## config.mk

```make
export PLATFORM = sky130hd
export DESIGN_NAME = spi_cmd_master_flat
export DESIGN_NICKNAME = d
export VERILOG_FILES = /design/src/rtl/spi_pkg.sv /design/src/rtl/spi_cmd_master_if.sv /design/src/rtl/spi_shift_unit.sv /design/src/rtl/spi_cmd_master.sv /design/src/flat_wrapper.sv
export SDC_FILE = /design/constraint.sdc
export NUM_CORES = 1
export LEC_CHECK = 0
export BUFFER_PORTS_ARGS = -buffer_cell sky130_fd_sc_hd__buf_2
export CAP_MARGIN = 20
export CORE_MARGIN = 10
export CORE_UTILIZATION = 50
export CTS_CLUSTER_SIZE = 25
export DETAILED_ROUTE_END_ITERATION = 8
export PLACE_DENSITY = 0.77
export SYNTH_ARGS = -nofsm -noshare
export SYNTH_HDL_FRONTEND = slang
export SYNTH_SLANG_ARGS = --single-unit
export TNS_END_PERCENT = 50
```

## constraint.sdc

```tcl
create_clock -name clk -period 6.6 [get_ports clk]
set_clock_uncertainty 0.2 [all_clocks]
set_input_delay 0.99 -clock clk [delete_from_list [all_inputs] [get_ports clk]]
set_output_delay 0.99 -clock clk [all_outputs]
set_load 0.01 [all_outputs]
```

## src/rtl/spi_pkg.sv

```systemverilog
// Shared types and sizing helpers for the SPI command master.
package spi_pkg;

    typedef enum logic [1:0] {
        OP_WR_ADDR = 2'b00,
        OP_WR_DATA = 2'b01,
        OP_RD_ADDR = 2'b10,
        OP_RD_DATA = 2'b11
    } spi_op_e;

    typedef enum logic [2:0] {
        ST_IDLE,
        ST_SEL,
        ST_SHIFT,
        ST_HOLD,
        ST_GAP,
        ST_RECV,
        ST_END
    } spi_state_e;

    // Serial frame = 2 opcode bits followed by the payload.
    function automatic int unsigned frame_bits(input int unsigned addr_size);
        return addr_size + 2;
    endfunction

    // Counter must reach the longest phase length minus one.
    function automatic int unsigned cnt_bits(input int unsigned addr_size,
                                             input int unsigned rd_gap,
                                             input int unsigned idle_gap);
        int unsigned span;
        span = addr_size + 4;
        if (rd_gap + 1 > span) span = rd_gap + 1;
        if (idle_gap + 1 > span) span = idle_gap + 1;
        return $clog2(span);
    endfunction

endpackage

```

## src/rtl/spi_cmd_master_if.sv

```systemverilog
// Host command/response port plus the serial lines to the SPI slave wrapper.
interface spi_cmd_master_if #(
    parameter int unsigned ADDR_SIZE = 8
);
    logic                 cmd_valid;
    logic                 cmd_ready;
    logic [1:0]           cmd_op;
    logic [ADDR_SIZE-1:0] cmd_data;
    logic                 rsp_valid;
    logic [ADDR_SIZE-1:0] rsp_data;
    logic                 busy;
    logic                 SS_n;
    logic                 MOSI;
    logic                 MISO;

    modport master (
        input  cmd_valid, cmd_op, cmd_data, MISO,
        output cmd_ready, rsp_valid, rsp_data, busy, SS_n, MOSI
    );

    modport slave (
        output cmd_valid, cmd_op, cmd_data, MISO,
        input  cmd_ready, rsp_valid, rsp_data, busy, SS_n, MOSI
    );
endinterface

```

## src/rtl/spi_shift_unit.sv

```systemverilog
// TX parallel-load shift register, RX serial-in shift register and phase counter.
module spi_shift_unit #(
    parameter int unsigned FRAME_W = 10,
    parameter int unsigned DATA_W  = 8,
    parameter int unsigned CNT_W   = 4
) (
    input  logic               clk,
    input  logic               rst,
    input  logic               load,
    input  logic [FRAME_W-1:0] load_frame,
    input  logic               shift_en,
    input  logic               sample_en,
    input  logic               miso,
    input  logic               cnt_clr,
    input  logic               cnt_inc,
    output logic               tx_msb,
    output logic [DATA_W-1:0]  rx_next,
    output logic [CNT_W-1:0]   cnt
);
    logic [FRAME_W-1:0] tx_q, tx_d;
    logic [DATA_W-1:0]  rx_q, rx_d;
    logic [CNT_W-1:0]   cnt_q, cnt_d;

    // Next-state for the shift registers and counter.
    always_comb begin
        tx_d    = tx_q;
        rx_d    = rx_q;
        cnt_d   = cnt_q;
        rx_next = {rx_q[DATA_W-2:0], miso};
        if (load)
            tx_d = load_frame;
        else if (shift_en)
            tx_d = {tx_q[FRAME_W-2:0], 1'b0};
        if (sample_en)
            rx_d = rx_next;
        if (cnt_clr)
            cnt_d = '0;
        else if (cnt_inc)
            cnt_d = cnt_q + CNT_W'(1);
    end

    // Register update with asynchronous reset.
    always_ff @(posedge clk or posedge rst) begin
        if (rst) begin
            tx_q  <= '0;
            rx_q  <= '0;
            cnt_q <= '0;
        end else begin
            tx_q  <= tx_d;
            rx_q  <= rx_d;
            cnt_q <= cnt_d;
        end
    end

    assign tx_msb = tx_q[FRAME_W-1];
    assign cnt    = cnt_q;
endmodule

```

## src/rtl/spi_cmd_master.sv

```systemverilog
// Host-side SPI master: serialises one command frame per accept, captures read bytes.
module spi_cmd_master
    import spi_pkg::*;
#(
    parameter int unsigned MEM_DEPTH = 256,
    parameter int unsigned RD_GAP    = 1,
    parameter int unsigned IDLE_GAP  = 1
) (
    input logic              clk,
    input logic              rst,
    spi_cmd_master_if.master bus
);
    localparam int unsigned ADDR_SIZE = $clog2(MEM_DEPTH);
    localparam int unsigned FRAME_W   = frame_bits(ADDR_SIZE);
    localparam int unsigned CNT_W     = cnt_bits(ADDR_SIZE, RD_GAP, IDLE_GAP);
    localparam int unsigned GAP_CYC   = (RD_GAP == 0) ? 1 : RD_GAP;

    localparam logic [CNT_W-1:0] SHIFT_LAST = CNT_W'(FRAME_W - 1);
    localparam logic [CNT_W-1:0] GAP_LAST   = CNT_W'(GAP_CYC - 1);
    localparam logic [CNT_W-1:0] RECV_LAST  = CNT_W'(ADDR_SIZE - 1);
    localparam logic [CNT_W-1:0] END_LAST   = CNT_W'(IDLE_GAP - 1);

    spi_state_e           state_q, state_d;
    logic                 ss_n_q, ss_n_d;
    logic                 mosi_q, mosi_d;
    logic                 rsp_valid_q, rsp_valid_d;
    logic [ADDR_SIZE-1:0] rsp_data_q, rsp_data_d;
    logic                 is_read_q, is_read_d;

    logic                 load, shift_en, sample_en, cnt_clr, cnt_inc;
    logic                 tx_msb;
    logic [ADDR_SIZE-1:0] rx_next;
    logic [CNT_W-1:0]     cnt;

    spi_shift_unit #(
        .FRAME_W (FRAME_W),
        .DATA_W  (ADDR_SIZE),
        .CNT_W   (CNT_W)
    ) u_shift (
        .clk        (clk),
        .rst        (rst),
        .load       (load),
        .load_frame ({bus.cmd_op, bus.cmd_data}),
        .shift_en   (shift_en),
        .sample_en  (sample_en),
        .miso       (bus.MISO),
        .cnt_clr    (cnt_clr),
        .cnt_inc    (cnt_inc),
        .tx_msb     (tx_msb),
        .rx_next    (rx_next),
        .cnt        (cnt)
    );

    // Next-state, counter control and registered-output values.
    // Outputs are derived from the state being entered so the flops line up with it.
    always_comb begin
        state_d     = state_q;
        is_read_d   = is_read_q;
        rsp_data_d  = rsp_data_q;
        rsp_valid_d = 1'b0;
        ss_n_d      = 1'b1;
        mosi_d      = 1'b0;
        load        = 1'b0;
        shift_en    = 1'b0;
        sample_en   = 1'b0;
        cnt_clr     = 1'b1;
        cnt_inc     = 1'b0;

        case (state_q)
            ST_IDLE: begin
                if (bus.cmd_valid) begin
                    state_d   = ST_SEL;
                    load      = 1'b1;
                    is_read_d = (spi_op_e'(bus.cmd_op) == OP_RD_DATA);
                end
            end
            ST_SEL: state_d = ST_SHIFT;
            ST_SHIFT: begin
                if (cnt == SHIFT_LAST) state_d = ST_HOLD;
                else begin cnt_clr = 1'b0; cnt_inc = 1'b1; end
            end
            ST_HOLD: begin
                if (!is_read_q)       state_d = ST_END;
                else if (RD_GAP == 0) state_d = ST_RECV;
                else                  state_d = ST_GAP;
            end
            ST_GAP: begin
                if (cnt == GAP_LAST) state_d = ST_RECV;
                else begin cnt_clr = 1'b0; cnt_inc = 1'b1; end
            end
            ST_RECV: begin
                sample_en = 1'b1;
                if (cnt == RECV_LAST) begin
                    state_d     = ST_END;
                    rsp_valid_d = 1'b1;
                    rsp_data_d  = rx_next;
                end else begin
                    cnt_clr = 1'b0;
                    cnt_inc = 1'b1;
                end
            end
            ST_END: begin
                if (cnt == END_LAST) state_d = ST_IDLE;
                else begin cnt_clr = 1'b0; cnt_inc = 1'b1; end
            end
            default: state_d = ST_IDLE;
        endcase

        case (state_d)
            ST_SEL: begin
                ss_n_d = 1'b0;
                mosi_d = bus.cmd_op[1];
            end
            ST_SHIFT: begin
                ss_n_d   = 1'b0;
                mosi_d   = tx_msb;
                shift_en = 1'b1;
            end
            ST_HOLD, ST_GAP, ST_RECV: ss_n_d = 1'b0;
            default: ;
        endcase
    end

    // State and output registers; reset aborts any frame in flight.
    always_ff @(posedge clk or posedge rst) begin
        if (rst) begin
            state_q     <= ST_IDLE;
            ss_n_q      <= 1'b1;
            mosi_q      <= 1'b0;
            rsp_valid_q <= 1'b0;
            rsp_data_q  <= '0;
            is_read_q   <= 1'b0;
        end else begin
            state_q     <= state_d;
            ss_n_q      <= ss_n_d;
            mosi_q      <= mosi_d;
            rsp_valid_q <= rsp_valid_d;
            rsp_data_q  <= rsp_data_d;
            is_read_q   <= is_read_d;
        end
    end

    assign bus.cmd_ready = (state_q == ST_IDLE);
    assign bus.busy      = (state_q != ST_IDLE);
    assign bus.SS_n      = ss_n_q;
    assign bus.MOSI      = mosi_q;
    assign bus.rsp_valid = rsp_valid_q;
    assign bus.rsp_data  = rsp_data_q;
endmodule

```

## src/flat_wrapper.sv

```systemverilog
// flat-port wrapper written by rule: the top's interface ports become plain ports
module spi_cmd_master_flat import spi_pkg::*;
#(
    parameter int unsigned MEM_DEPTH = 256,
    parameter int unsigned RD_GAP    = 1,
    parameter int unsigned IDLE_GAP  = 1
)
  (clk, rst, bus_cmd_valid, bus_cmd_op, bus_cmd_data, bus_MISO, bus_cmd_ready, bus_rsp_valid, bus_rsp_data, bus_busy, bus_SS_n, bus_MOSI);
  spi_cmd_master_if #(.ADDR_SIZE((8))) bus_i ();
  input logic clk;
  input logic rst;
  input wire logic [$bits(bus_i.cmd_valid)-1:0] bus_cmd_valid;
  input wire logic [$bits(bus_i.cmd_op)-1:0] bus_cmd_op;
  input wire logic [$bits(bus_i.cmd_data)-1:0] bus_cmd_data;
  input wire logic [$bits(bus_i.MISO)-1:0] bus_MISO;
  output wire logic [$bits(bus_i.cmd_ready)-1:0] bus_cmd_ready;
  output wire logic [$bits(bus_i.rsp_valid)-1:0] bus_rsp_valid;
  output wire logic [$bits(bus_i.rsp_data)-1:0] bus_rsp_data;
  output wire logic [$bits(bus_i.busy)-1:0] bus_busy;
  output wire logic [$bits(bus_i.SS_n)-1:0] bus_SS_n;
  output wire logic [$bits(bus_i.MOSI)-1:0] bus_MOSI;
  assign bus_i.cmd_valid = bus_cmd_valid;
  assign bus_i.cmd_op = bus_cmd_op;
  assign bus_i.cmd_data = bus_cmd_data;
  assign bus_i.MISO = bus_MISO;
  assign bus_cmd_ready = bus_i.cmd_ready;
  assign bus_rsp_valid = bus_i.rsp_valid;
  assign bus_rsp_data = bus_i.rsp_data;
  assign bus_busy = bus_i.busy;
  assign bus_SS_n = bus_i.SS_n;
  assign bus_MOSI = bus_i.MOSI;
  spi_cmd_master #(.MEM_DEPTH(MEM_DEPTH), .RD_GAP(RD_GAP), .IDLE_GAP(IDLE_GAP)) u_core (.clk(clk), .rst(rst), .bus(bus_i));
endmodule
```

Yosys cells after proc, flatten, opt, wreduce, memory -nomap -nowiden
Cells that the tools add are included.
{"block": "totals", "reg_bits": 36, "latchBits": 0, "ram_bits": 0, "romBits": 0, "word_cells": 59, "mem_count": 0}
{"block": "op_classes", "addsub": 1, "multipliers": 0, "div": 0, "n_lt_le_gt_ge": 0, "n_eq_ne": 14, "shift": 0, "mux": 26, "bitwise_logic": 0, "reduce_logical": 9}
{"op": "$pmux 3 s7", "count": 1}
{"op": "$mux 10", "count": 2}
{"op": "$eq 3x3->1 const B", "count": 5}
{"op": "$mux 3", "count": 5}
{"op": "$eq 3x2->1 const B", "count": 4}
{"op": "$mux 1", "count": 12}
{"op": "$mux 4", "count": 2}
{"op": "$eq 3x1->1 const B", "count": 2}
{"op": "$pmux 1 s3", "count": 2}
{"op": "$reduce_or 5->1", "count": 1}
{"op": "$add 4x1->4 const B", "count": 1}
{"op": "$eq 4x3->1 const B", "count": 1}
{"op": "$eq 4x4->1 const B", "count": 1}
{"op": "$logic_not 4->1", "count": 1}
{"op": "$reduce_and 2->1", "count": 2}
{"op": "$reduce_bool 2->1", "count": 2}
{"op": "$logic_not 3->1", "count": 1}
{"op": "$reduce_bool 3->1", "count": 1}
{"op": "$eq 2x2->1 const B", "count": 1}
{"op": "$mux 2", "count": 1}
{"op": "$pmux 1 s2", "count": 1}
{"op": "$reduce_or 2->1", "count": 1}

Longest topological paths before layout
{"block": "depth", "word_depth": 7, "depth_mapped": 8, "depth_no_buf": 7}

Modules after synthesis
A second synthesis with hierarchy kept.
{"block": "unflattened", "hier_cells": 146, "area_unflattened_um2": 1726.7}
{"module": "spi_shift_unit", "instances": 1, "cells_each": 76, "area_each_um2": 914.6}
{"module": "spi_cmd_master", "instances": 1, "cells_each": 70, "area_each_um2": 812.0}

Least setup slack after synthesis
Ideal clock, no wire load.
{"block": "synth_path", "path_kind": "input to register", "from": "input bus_cmd_valid", "to": "register u_core.u_shift.tx_q[1]", "setup_time_ns": 0.137, "arrival_ns": 2.189, "t_required_ns": 6.263, "slack_ns": 4.074, "stages": 6, "cell_sequence": "or4b_2 > o21ai_2 > a2111oi_4 > buf_6 > mux2i_1 > a21oi_1"}
{"block": "synth_between", "elab_chain_len": 5, "elab_cells_between_ends": 8}
{"item": "start: declaration", "line": "flat_wrapper.sv:12", "rtl": "input wire logic [$bits(bus_i.cmd_valid)-1:0] bus_cmd_valid;"}
{"item": "$mux 3", "line": "spi_cmd_master.sv:71", "rtl": "if (bus.cmd_valid) begin"}
{"item": "$pmux 3 s7", "line": "spi_cmd_master.sv:69", "rtl": "case (state_q)"}
{"item": "$eq 3x2->1", "line": "spi_cmd_master.sv:109", "rtl": "case (state_d)"}
{"item": "$mux 1", "line": "spi_cmd_master.sv:109"}
{"item": "$reduce_bool 2->1 (no source line)"}
{"item": "end signal: assignment", "line": "spi_shift_unit.sv:49", "rtl": "tx_q <= tx_d;"}
{"item": "end: declaration", "line": "spi_shift_unit.sv:20", "rtl": "logic [FRAME_W-1:0] tx_q, tx_d;"}
Parallel ways exist; a longest one is shown, timed or not.
A chain may end at the register's enable or synchronous reset.

Worst setup path in the final report
Same ends and word-level chain as after synthesis.

==> results <==
- The number of nets at the end of the flow is 184.
- The floorplan has 20 rows.
- The slowest stage of the critical path is the sky130_fd_sc_hd__a2111oi_4 cell.
- The relative slew slack is 0.373.
- The number of global-route vias before repair is 1,114.
- For this configuration, the core starts out at a cell density of 0.531.
- The share of power burned in combinational logic is 0.386.
- Buffers added to address setup during post-CTS repair amount to 0.
- The H-tree depth is 2.
- In this run the cell area of the synthesized design comes to 0.00165 mm^2.
- The number of gates resized after CTS was 0.
- The adder-cell area share of the yosys netlist is 0.0228.
- The clock-pin slew on the worst setup and hold paths is 110 ps.
- The arrival time of the worst setup path is 2970 ps.
- The net switching power figure is 0.283 mW.
- The share of post-route cells with drive strength above 1 is 0.345.
- Summed over all layers, the routed wires come to 3110 um.
- A synthesized cell averages 11.9 um^2.
- The buffer levels on the longest clock path is 2.
- Of the total power, registers draw 0.448.
- The core region area is 0.00310 mm^2.
- The compound-cell area share of the yosys netlist came to 0.0949.
- The synthesized design contains 0 enable-type register cells.
- The number of pins with negative max-slew slack in the final report is 0.
- For this run, the total global-route usage over all layers was measured as 0.105.
- The share of synthesized area in the top cell type comes to 0.532.
- The distinct cell type count of the synthesized netlist is 36.
- The sum of buffers and inverters on the critical path is 1.
- In this run, post-CTS hold repair placed 0 buffers.
- In the post-route analysis, the smallest setup slack over all paths is 3640 ps.
- The endpoint kind of the worst setup timing path is a register.
- The synthesized instance count is 139.
- The total global routing overflow is 0.
- The remaining design rule violation count is 0.
- The most common flop cell mapped by yosys is sky130_fd_sc_hd__dfrtp_1.
- The tree built by TritonCTS fans out to 36 sinks.
- The run finished with clean final reports.
- The power per cell area is 414 mW/mm^2.
- The achievable frequency is 338 MHz.
- The synthesis-to-layout area growth is 12.8%.
- Along the worst path, the maximum fanout reaches 22.
- The transition time of the tightest slew-check pin is 941 ps.
- The later pin in the worst-skew pair is clocked with a latency of 330 ps.
- For this design the static power due to leakage is 0.953 nW.
- Counting tap cells, the placed design contains a total of 204 instances.
- The share of the Yosys chip area taken by registers is 0.547.
- The detail-routed via count per cell is 5.15.
- The proportion of synthesized flip-flops having asynchronous set or reset is 1.00.
- The number of nets handed over by synthesis was 156.
- After legalization and detailed placement, the total HPWL measured 2310 um.
- From bottom edge to top edge, the die measures 77.4 um.
- The filler cells instantiated in the layout total 287.
- After synthesis, the cell types taking the most area are sky130_fd_sc_hd__dfrtp_1 (53%), sky130_fd_sc_hd__mux2_2 (10%), sky130_fd_sc_hd__mux2i_1 (5.5%).
- The critical path required time is 6600 ps.
- Max-cap violations in this run came to 0.
- Of the total power, the share spent switching nets is 0.367.
- The worst hold slack across all endpoints is 306 ps.
- The final cell count without fillers is 212.
- The biggest area contributor in the post-synthesis netlist is sky130_fd_sc_hd__dfrtp_1.
- The weighted congestion reported at the end of routability-driven placement is 0.772.
- The largest net degree at the start of global routing is 37.
- The pre-CTS setup slack is 3290 ps.
- The overall via count from detail_route is 1,092.
- Ranked by instance count, the synthesized netlist is headed by sky130_fd_sc_hd__dfrtp_1 (35), sky130_fd_sc_hd__mux2_2 (15), sky130_fd_sc_hd__nor2_1 (15), sky130_fd_sc_hd__a21oi_1 (9), sky130_fd_sc_hd__mux2i_1 (9).
- The maximum cell stage delay along the critical path is 890 ps.
- The area enclosed by the die boundary is 0.00599 mm^2.
- The number of clock buffers added by TritonCTS is 5.
- The worst voltage drop across the vdd grid is 0.200 mV.
- The share of total power dissipated in the clock network is 0.166.
- From left edge to right edge, the die measures 77.4 um.
- The worst setup path is of the in2reg kind.
- TritonCTS built the clock tree.
- The first global-routing pass estimated 5250 um of wire.
- In this run the cell area measured after placement is 0.00179 mm^2.
- The share of synthesized area spent on multiplexers is 0.157.
- The number of antenna diodes in the final layout is 0.
- The total power consumption of the routed design is 0.769 mW.
- The root buffer cell chosen for the clock tree is sky130_fd_sc_hd__clkbuf_4.
- Of the total synthesized cell area, the portion taken by XOR and XNOR cells is 0.0106.
- The count of endpoints failing hold in the final timing report was 0.
- The pre-antenna-repair detailed-routing pass consisted of 4 iterations.
- Dividing the detail-routed wire length by the instance count gives 14.7 um.
- Of the available clock period, the critical path in the final layout requires 0.449.
- Of the total synthesized cell area, the portion taken by AND, OR, NAND and NOR gates is 0.121.
- STA classifies the critical path startpoint as an input port.
- The post-route core utilization is 0.599.
- The final instance area is 0.00186 mm^2.
- The number of I/O pins is 27.
- The setup TNS after final layout is 0 ps.
- The top cell family by delay on the critical path is compound AO/OA/AOI/OAI gates.
- The most common cell in the synthesized netlist is sky130_fd_sc_hd__dfrtp_1.
- The tightest min-delay check is of the reg2reg type.
- The internal power is 0.487 mW.
- Setup repair after global routing left no endpoint under its margin.
- The synthesized design contains 36 register bits.
- In this run the tool buffered the top-level ports with 26 buffer cells.
- After the first detailed-routing iteration, the DRC count stood at 97.
- The number of warnings issued by yosys is 0.
- The combinational family with the most area after synthesis is multiplexers.
- The minimum clock period is 2960 ps.
- The number of antenna violations at the first check in global routing is 0.
- Setup violations remaining at the end of the flow were counted as 0.
- Once detail routing completed, the nets flagged for antenna violations numbered 0.
- The critical path goes through buf_2 > or4b_2 > o21ai_2 > a2111oi_4 > mux2i_1 > a21oi_1.
## logic make-up (layout without fill, tap and decap cells)
| family | Yosys count | after routing |
|---|---|---|
| and+or+nand+nor | 37 | 37 |
| DFF | 36 | 36 |
| muxes | 24 | 24 |
| AOI/OAI and AO/OA | 23 | 23 |
| buffers and inverters | 14 | 43 |
| adders and majority gates | 3 | 3 |
| xor gates and xnor gates | 2 | 2 |
## flip-flops by register name, indices dropped and copies added (netlist names)
| register | cells |
|---|---|
| u_core.bus.MOSI | 1 |
| u_core.bus.SS_n | 1 |
| u_core.bus.rsp_data | 8 |
| u_core.bus.rsp_valid | 1 |
| u_core.is_read_q | 1 |
| u_core.state_q | 3 |
| u_core.u_shift.cnt | 4 |
| u_core.u_shift.rx_q | 7 |
| u_core.u_shift.tx_q | 10 |
## cells in the final DEF, fill, tap and decap left out, types with 5 or more instances in the layout
| cell type | synthesis | layout |
|---|---|---|
| sky130_fd_sc_hd__buf_2 | 1 | 26 |
| sky130_fd_sc_hd__clkbuf_4 | 0 | 5 |
| sky130_fd_sc_hd__nand2_1 | 8 | 8 |
| sky130_fd_sc_hd__dfrtp_1 | 35 | 35 |
| sky130_fd_sc_hd__o21ai_0 | 6 | 6 |
| sky130_fd_sc_hd__mux2_2 | 15 | 15 |
| sky130_fd_sc_hd__mux2i_1 | 9 | 9 |
| sky130_fd_sc_hd__a21oi_1 | 9 | 9 |
| sky130_fd_sc_hd__nor2_1 | 15 | 15 |
| sky130_fd_sc_hd__inv_1 | 7 | 7 |
## per-layer routing
| metal | vias to the layer above | share of wire | wire length [um] | GRT usage |
|---|---|---|---|---|
| li1 | 534 | - | - | - |
| met1 | 528 | 0.41 | 1270 | 0.118 |
| met2 | 28 | 0.51 | 1580 | 0.176 |
| met3 | 2 | 0.074 | 229 | 0.0438 |
| met4 | 0 | 0.0068 | 21 | 0.0383 |
| met5 | - | 0 | 0 | 0 |
## power groups by stage
stage | registers, mW | clock network [mW] | logic [mW]
after floorplan | 0.327 | 0 | 0.273
after global placement | 0.344 | 0 | 0.285
after detailed placement | 0.349 | 0 | 0.298
after CTS | 0.344 | 0.131 | 0.300
after global routing | 0.355 | 0.143 | 0.332
final | 0.345 | 0.128 | 0.297
## worst paths after layout
| kind | depth (start not counted) | slack [ps] | to | from |
|---|---|---|---|---|
| max | 6 | 3640 | u_core.u_shift.tx_q[1]$_DFFE_PP0P_ | bus_cmd_valid |
| min | 2 | 310 | u_core.is_read_q$_DFFE_PP0P_ | u_core.is_read_q$_DFFE_PP0P_ |
| max reg2reg | 7 | 3770 | u_core.u_shift.tx_q[1]$_DFFE_PP0P_ | u_core.u_shift.cnt[0]$_DFFE_PP0P_ |
| min reg2reg | 2 | 310 | u_core.is_read_q$_DFFE_PP0P_ | u_core.is_read_q$_DFFE_PP0P_ |
| max in group asynchronous | 3 | 5320 | u_core.bus.SS_n$_DFF_PP1_ | rst |
| min in group asynchronous | 3 | 530 | u_core.bus.rsp_valid$_DFF_PP0_ | rst |
## area by class of cell
| type | count | area (um^2) | area share |
|---|---|---|---|
| flip-flops and latches | 36 | 902 | 0.485 |
| repair buffers | 27 | 138 | 0.0740 |
| clock buffers | 6 | 51.3 | 0.0276 |
| well taps | 44 | 55.1 | 0.0296 |
| multi-input cells | 89 | 669 | 0.360 |
| inverters | 8 | 30.0 | 0.0162 |
| clock inverters | 2 | 13.8 | 0.00740 |
## worst reg2reg max path: stages, from the launching register on
cell and delay, ps:
sky130_fd_sc_hd__dfrtp_1 440, sky130_fd_sc_hd__inv_1 70, sky130_fd_sc_hd__ha_1 220, sky130_fd_sc_hd__nor3b_1 170, sky130_fd_sc_hd__a221o_1 360, sky130_fd_sc_hd__a2111oi_4 900, sky130_fd_sc_hd__mux2i_1 270, sky130_fd_sc_hd__a21oi_1 80
(Power assumes the default switching activity.)
